[config.mk]
export PLATFORM = sky130hd
export DESIGN_NAME = scan_reg_n
export DESIGN_NICKNAME = d
export VERILOG_FILES = /design/src/rtl/scan_reg_n.sv
export SDC_FILE = /design/constraint.sdc
export NUM_CORES = 1
export LEC_CHECK = 0
export BUFFER_PORTS_ARGS = -buffer_cell sky130_fd_sc_hd__buf_2
export CAP_MARGIN = 40
export CORE_MARGIN = 1.5
export CORE_UTILIZATION = 47
export CTS_CLUSTER_SIZE = 14
export DETAILED_ROUTE_END_ITERATION = 10
export GPL_ROUTABILITY_DRIVEN = 0
export PLACE_DENSITY = 0.76
export SKIP_CTS_REPAIR_TIMING = 1
export SLEW_MARGIN = 25
export SYNTH_ARGS = -nofsm -noshare
export SYNTH_HDL_FRONTEND = slang
export SYNTH_SLANG_ARGS = --single-unit
[constraint.sdc]
create_clock -name clk -period 1.5 [get_ports clk]
set_input_delay 0.15 -clock clk [delete_from_list [all_inputs] [get_ports clk]]
set_output_delay 0.15 -clock clk [all_outputs]
set_load 0.005 [all_outputs]
[src/rtl/scan_reg_n.sv]
// N-bit mux-scan register with capture, single-step shift
// and a self-timed N-shift unload/load sequencer.
module scan_reg_n #(
  parameter int           N       = 8,
  parameter logic [N-1:0] RST_VAL = '0,
  parameter int           CNT_W   = $clog2(N) + 1
) (
  input  logic         clk,
  input  logic         rst_n,
  input  logic [N-1:0] d,
  input  logic         cap,
  input  logic         se,
  input  logic         si,
  input  logic         scan_start,
  output logic [N-1:0] q,
  output logic         so,
  output logic         busy,
  output logic         done
);

  typedef enum logic [1:0] {
    IDLE,
    SHIFT,
    DONE
  } state_t;

  state_t             state_q, state_d;
  logic [CNT_W-1:0]   cnt_q, cnt_d;
  logic [N-1:0]       q_q, q_d;
  logic [N-1:0]       shifted;
  logic               last_shift;

  assign shifted    = {q_q[N-2:0], si};
  assign last_shift = (cnt_q == CNT_W'(N - 1));

  always_comb begin
    state_d = state_q;
    cnt_d   = cnt_q;
    q_d     = q_q;
    unique case (state_q)
      IDLE: begin
        // start wins over se, se wins over cap
        if (scan_start) begin
          state_d = SHIFT;
          cnt_d   = '0;
        end else if (se) begin
          q_d = shifted;
        end else if (cap) begin
          q_d = d;
        end
      end
      SHIFT: begin
        q_d   = shifted;
        cnt_d = cnt_q + CNT_W'(1);
        if (last_shift) begin
          state_d = DONE;
        end
      end
      DONE: begin
        state_d = IDLE;
      end
      default: begin
        state_d = IDLE;
      end
    endcase
  end

  always_ff @(posedge clk or negedge rst_n) begin
    if (!rst_n) begin
      state_q <= IDLE;
      cnt_q   <= '0;
      q_q     <= RST_VAL;
    end else begin
      state_q <= state_d;
      cnt_q   <= cnt_d;
      q_q     <= q_d;
    end
  end

  assign q    = q_q;
  assign so   = q_q[N-1];
  assign busy = (state_q != IDLE);
  assign done = (state_q == DONE);

endmodule

==> results of run 1 <==
flip-flops by register name, summed over array words and instances, names as in the netlist:
name,cells
q,8
cnt_q,4
state_q,2
path summary, 6_finish.rpt:
kind,startpoint,end,slack [ns],cells past startpoint
min reg2reg,cnt_q[3],state_q[1],0.52,1
max in group asynchronous,rst_n,state_q[0],0.98,2
max reg2reg,state_q[0],q[2],0.21,4
min in group asynchronous,rst_n,q[2],0.28,2
max,state_q[1],busy,0.14,2
min,d[4],q[4],0.17,3
metal layers:
layer	wire length [um]	global-route usage (%)	vias up
li1	-	-	281
met1	534	20.51	262
met2	697	28.75	16
met3	69	7.826	4
met4	19	5.806	0
met5	0	0	-
layout make-up:
cell class	instances	area, um^2	share of cell area, %
Sequential cell	14	350.3	40.11
Multi-Input combinational cell	49	334.1	38.25
Timing Repair Buffer	25	130.1	14.90
Tap cell	15	18.77	2.149
Clock buffer	4	36.28	4.155
Inverter	1	3.754	0.4298
stage by stage:
stage          cells  utilization, %  area [um^2]  total power, mW  hold WS (ns)
2_1_floorplan     66               -        706.9            1.334       -0.1456
3_3_place_gp     103           61.26        827.0            1.530       0.05976
3_5_place_dp     103           61.26        827.0            1.564       0.06176
4_1_cts          107           63.95        863.3            1.845       -0.2452
5_1_grt          108           64.69        873.3            1.985        0.1616
6_report         108           64.69        873.3            1.811        0.1685
critical path: cells and delay by family, from the launching register on:
kind / cells / cell delay, ns
buffers and inverters: 1 / 0.12
DFF: 1 / 0.48
and+or+nand+nor: 1 / 0.32
power by group:
part	leakage [nW]	switching (mW)	total [mW]	internal (mW)
clock	0.0210	0.117	0.265	0.148
sequential	0.162	0.164	0.733	0.568
combinational	0.225	0.416	0.813	0.397
total	0.407	0.697	1.81	1.11
logic make-up after synthesis:
family                   count (synthesis)  share of synthesized area, %
AND/OR/NAND/NOR                         22                         16.28
AO/OA/AOI/OAI                           17                         16.46
flip-flops                              14                         49.56
multiplexers                             9                         12.74
buffers and inverters                    3                         3.186
adder cells (fa/ha/maj)                  1                         1.770
cell usage in the layout, fill, tap and decap left out:
| master | count |
|---|---|
| or2_2 | 1 |
| nor2b_2 | 1 |
| o21bai_1 | 1 |
| nor2_8 | 1 |
| ha_1 | 1 |
| a21oi_4 | 1 |
| nand2b_1 | 1 |
| dfrtp_1 | 14 |
| o21bai_2 | 1 |
| a21oi_1 | 8 |
| o21ai_0 | 3 |
| nor3_1 | 2 |
| buf_2 | 24 |
| nand2_1 | 4 |
| clkbuf_8 | 1 |
| clkbuf_4 | 3 |
| inv_1 | 1 |
| a21oi_2 | 2 |
| mux2i_1 | 9 |
| nor2b_1 | 1 |
| a22o_1 | 1 |
| dlygate4sd3_1 | 1 |
| nand3_1 | 1 |
| nor2_1 | 10 |
==> summary.md, run 1 <==
| Metric | Value |
|---|---|
| Critical path class | reg2out |
| Syn Nets | 81 |
| Synth area leader | dfrtp_1 |
| IO Port Bufs | 24 |
| Crit path DAT | 1.21 ns |
| Hold Fails Final Rpt | 0 |
| Share of cells above drive strength 1 | 37.63% |
| Worst relative slew slack | 71.45% |
| Cell count after synthesis | 66 |
| Ranking of synthesized cells by area | dfrtp_1 50%, mux2i_1 13%, a21oi_1 5.7% |
| CTS Root Cell | clkbuf_4 |
| Measured slew at the worst slew-check pin | 0.4272 ns |
| Final WL | 1.321 mm |
| CP Capture Type | output port |
| Antenna Cells | 0 |
| Critical Path Max Stage Delay | 0.48 ns |
| Top-level I/O count | 25 |
| First-pass GRT wire length | 2.208 mm |
| FMAX | 0.7367 GHz |
| VDD IR max | 0.001146 V |
| Initial Util | 52.36% |
| Mapped Avg Cell Area | 10.71 um^2 |
| Post-synth EDFFs | 0 |
| CTS tree | done |
| Routed via count | 563 |
| Slew Limit Fails | 0 |
| Clk pin slew, worst setup/hold paths | 0.08 ns |
| Seq cells post-synth | 14 |
| CTS sink count | 14 |
| Setup violations, final | 0 |
| Rows | 13 |
| Mapped Area | 706.9 um^2 |
| Yosys warnings | 0 |
| DRT antenna net count | 0 |
| Pwr Density | 2073 nW/um^2 |
| Fin Setup TNS | 0 ns |
| Clock insertion delay at the later pin of the skew report | 0.28 ns |
| Final #Nets | 109 |
| Cts bufs inserted | 3 |
| Largest net degree at the start of global routing | 17 |
| Async SR Flop Fraction | 100.0% |
| Post-synth top flop | dfrtp_1 |
| Req. time, crit path | 1.35 ns |
| Die H | 41.78 um |
| Fill cell count | 116 |
| Vias in the first global route | 517 |
| Status | finished clean |
| MaxCap Viol Count | 0 |
| Overall die width | 41.78 um |
| Vias/cell | 5.213 |
| Die area | 1746 um^2 |
| Final worst slack | 0.1426 ns |
| Top-count cell post-synth | dfrtp_1 |
| Fin crit period | 1.357 ns |
| Slowest CP cell | dfrtp_1 |
| Worst Hold Class | in2reg |
| CTS HTree Levels | 1 |
| Final period util | 90.49% |
| Crit path max fanout | 8 |
| Commonest cells post-synth | 14 x dfrtp_1, 10 x nor2_1, 9 x mux2i_1 |
| Setup Skew | 0.002603 ns |
| Core area | 1350 um^2 |
| Crit path cell chain | or2_2 -> buf_2 |
| Post-synth top area share | 49.56% |
| Wire length per cell | 12.23 um |
| Pleak | 0.4072 nW |
| RSZ-0062 raised after global routing | false |
| Grt ovf | 0 |
| DRC | 0 |
| Synth cell types | 22 |
| Initial drt markers | 12 |
| Max Root-Sink Buffers | 2 |
| Total global-route track usage | 17.60% |
| Layout area overhead | 23.54% |
| Pre-CTS setup slack | 0.1943 ns |
| Worst setup SP type | register |
| Sequential share of the synthesized area | 49.56% |
| DP HPWL | 985 um |
| DR pass1 iterations | 4 |
| Initial antenna violation count | 0 |
Power figures use the tool's default switching activity.
==> inputs of run 2 (changes only) <==
--- a/config.mk
+++ b/config.mk
@@ -13,6 +13,7 @@
 export DETAILED_ROUTE_END_ITERATION = 10
 export GPL_ROUTABILITY_DRIVEN = 0
 export PLACE_DENSITY = 0.76
+export REMOVE_ABC_BUFFERS = 1
 export SKIP_CTS_REPAIR_TIMING = 1
 export SLEW_MARGIN = 25
 export SYNTH_ARGS = -nofsm -noshare
==> run 2 against run 1 <==
Compared with the run above:
- wire length up 1.8%
- total power is 1.1% higher
- clock skew about the same
- clock-buffer cell count is the same
- critical endpoint unchanged
- non-clock buffer count did not move
- register-to-register slack about the same
- cell count did not move
- sequential share of layout area unchanged
- worst setup slack worse by 0.026 ns
- core utilization unchanged
- sequential power grew 0.7%
==> summary.md, run 2 (synthesis gave the netlist of run 1 again) <==
| Metric | Value |
|---|---|
| Status | finished clean |
| Initial Util | 52.36% (unchanged) |
| Total global-route track usage | 16.27% (-1.3 points) |
| Antenna Cells | 0 (unchanged) |
| Cts bufs inserted | 3 (unchanged) |
| Crit path DAT | 1.23 ns (+0.02 ns) |
| Power, Total | 1.830 mW (+1.1%) |
| Slowest CP cell | dfrtp_1 |
| CTS sink count | 14 (unchanged) |
| Crit path from | state_q[1] |
| Hold Path Origin | si |
| DR pass1 iterations | 4 (unchanged) |
| Slew Limit Fails | 0 (unchanged) |
| DRT antenna net count | 0 (unchanged) |
| Finished Layout Cells | 108 (unchanged) |
| Core area | 1350 um^2 (unchanged) |
| DP HPWL | 1.030 mm (+4.5%) |
| FMAX | 0.7226 GHz (-1.9%) |
| Final worst slack | 0.1162 ns (-0.02646 ns) |
| MaxCap Viol Count | 0 (unchanged) |
| RSZ-0062 raised after global routing | false |
| Most frequent cells in the layout | 24 x buf_2, 14 x dfrtp_1, 10 x nor2_1 |
| Vias/cell | 5.269 (+1.1%) |
| Max FFs per register | 8 (unchanged) |
| Pwr Density | 2096 nW/um^2 (+1.1%) |
| Initial drt markers | 16 (+4) |
| P_sw | 0.7184 mW (+3.0%) |
| Final #Nets | 109 (unchanged) |
| Worst Hold Class | in2reg |
| Sw Share | 39.25% (+0.73 points) |
| DRC | 0 (unchanged) |
| Clk pin slew, worst setup/hold paths | 0.09 ns (about the same) |
| Top-level I/O count | 25 (unchanged) |
| Req. time, crit path | 1.35 ns (about the same) |
| Critical R2R Launch | state_q[0] |
| Pleak | 0.4072 nW (unchanged) |
| Hold Slack | 0.1553 ns (-0.01324 ns) |
| Routed via count | 569 (+1.1%) |
| Fin Setup TNS | 0 ns (unchanged) |
| Clock share of power | 15.4% (+0.8 points) |
| Grt ovf | 0 (unchanged) |
| Final WL | 1.345 mm (+1.8%) |
| Setup violations, final | 0 (unchanged) |
| Final period util | 92.26% (+1.8 points) |
| Sequential power share | 40.3% (-0.2 points) |
| Layout area overhead | 23.54% (unchanged) |
| Initial antenna violation count | 0 (unchanged) |
| Largest net degree at the start of global routing | 17 (unchanged) |
| Most common cell after layout, fill and taps aside | buf_2 |
| Clock insertion delay at the later pin of the skew report | 0.29 ns (about the same) |
| Rows | 13 (unchanged) |
| Wire length per cell | 12.45 um (+1.8%) |
| Vias in the first global route | 471 (-8.9%) |
| Share of cells above drive strength 1 | 37.63% (unchanged) |
| Part of the power in combinational logic | 44.3% (-0.6 points) |
| IO Port Bufs | 24 (unchanged) |
| Fin crit period | 1.384 ns (+0.02646 ns) |
| Setup Skew | 0.002674 ns (+0.00007136 ns) |
| Critical path class | reg2out |
| Measured slew at the worst slew-check pin | 0.4206 ns (-0.006630 ns) |
| Worst relative slew slack | 71.90% (+0.44 points) |
| Max Root-Sink Buffers | 2 (unchanged) |
| Post-Place Cells | 103 (unchanged) |
| CTS HTree Levels | 1 (unchanged) |
| Internal | 1.112 mW (-0.11%) |
| Overall die width | 41.78 um (unchanged) |
| Pre-CTS setup slack | 0.1931 ns (-0.001120 ns) |
| CTS tree | done |
| Hold Fails Final Rpt | 0 (unchanged) |
| Worst setup SP type | register |
| CTS Root Cell | clkbuf_4 |
| Reg2reg setup slack | 0.20 ns (about the same) |
| CP Capture Type | output port |
| Crit path cell chain | or2_2 -> buf_2 |
| Die area | 1746 um^2 (unchanged) |
| Die H | 41.78 um (unchanged) |
| Critical Path Max Stage Delay | 0.49 ns (about the same) |
| Crit path max fanout | 8 (unchanged) |
| VDD IR max | 0.001011 V (-12%) |
| First-pass GRT wire length | 2.132 mm (-3.4%) |
run 2: cell counts in the layout (fill, tap and decap cells not counted):
Identical to the previous run, type by type.
run 2: power by group through the flow:
stage / combinational [mW] / clock [mW] / sequential [mW]
global route: 0.916 / 0.296 / 0.770
finish: 0.811 / 0.282 / 0.738
global placement: 0.804 / 0 / 0.728
floorplan: 0.558 / 0 / 0.729
CTS: 0.824 / 0.281 / 0.740
detailed placement: 0.821 / 0 / 0.748
run 2: through the flow:
| stage | instance area [um^2] | utilization [%] |
|---|---|---|
| 6_report | 873.3 | 64.69 |
| 5_1_grt | 873.3 | 64.69 |
| 4_1_cts | 863.3 | 63.95 |
| 3_5_place_dp | 827.0 | 61.26 |
| 3_3_place_gp | 827.0 | 61.26 |
| 2_1_floorplan | 688.2 | - |
run 2: cell type report:
| type | instances | area [um^2] |
|---|---|---|
| clock buffer | 4 | 36.28 |
| fill | 111 | 476.7 |
| inverter | 1 | 3.754 |
| multi-input combinational | 49 | 334.1 |
| sequential | 14 | 350.3 |
| tap | 15 | 18.77 |
| timing repair buffer | 25 | 130.1 |
run 2: path summary, 6_finish.rpt:
check                      endpoint  depth (start not counted)
hold reg to reg                q[3]                          2
max in group asynchronous  cnt_q[3]                          2
setup / recovery               busy                          2
setup reg to reg               q[2]                          4
hold / removal                 q[0]                          3
min in group asynchronous      q[2]                          2
run 2: metal layers:
metal | vias up | track usage [%] | routed length [um]
met1 | 262 | 22.84 | 598
li1 | 281 | - | -
met2 | 23 | 24.38 | 639
met5 | - | 0 | 0
met4 | 0 | 7.742 | 23
met3 | 3 | 2.609 | 83
run 2: critical path: cells and delay by family, from the launching register on:
family,cells,cell delay (ns)
buffers and inverters,1,0.13
and+or+nand+nor,1,0.33
DFF,1,0.49
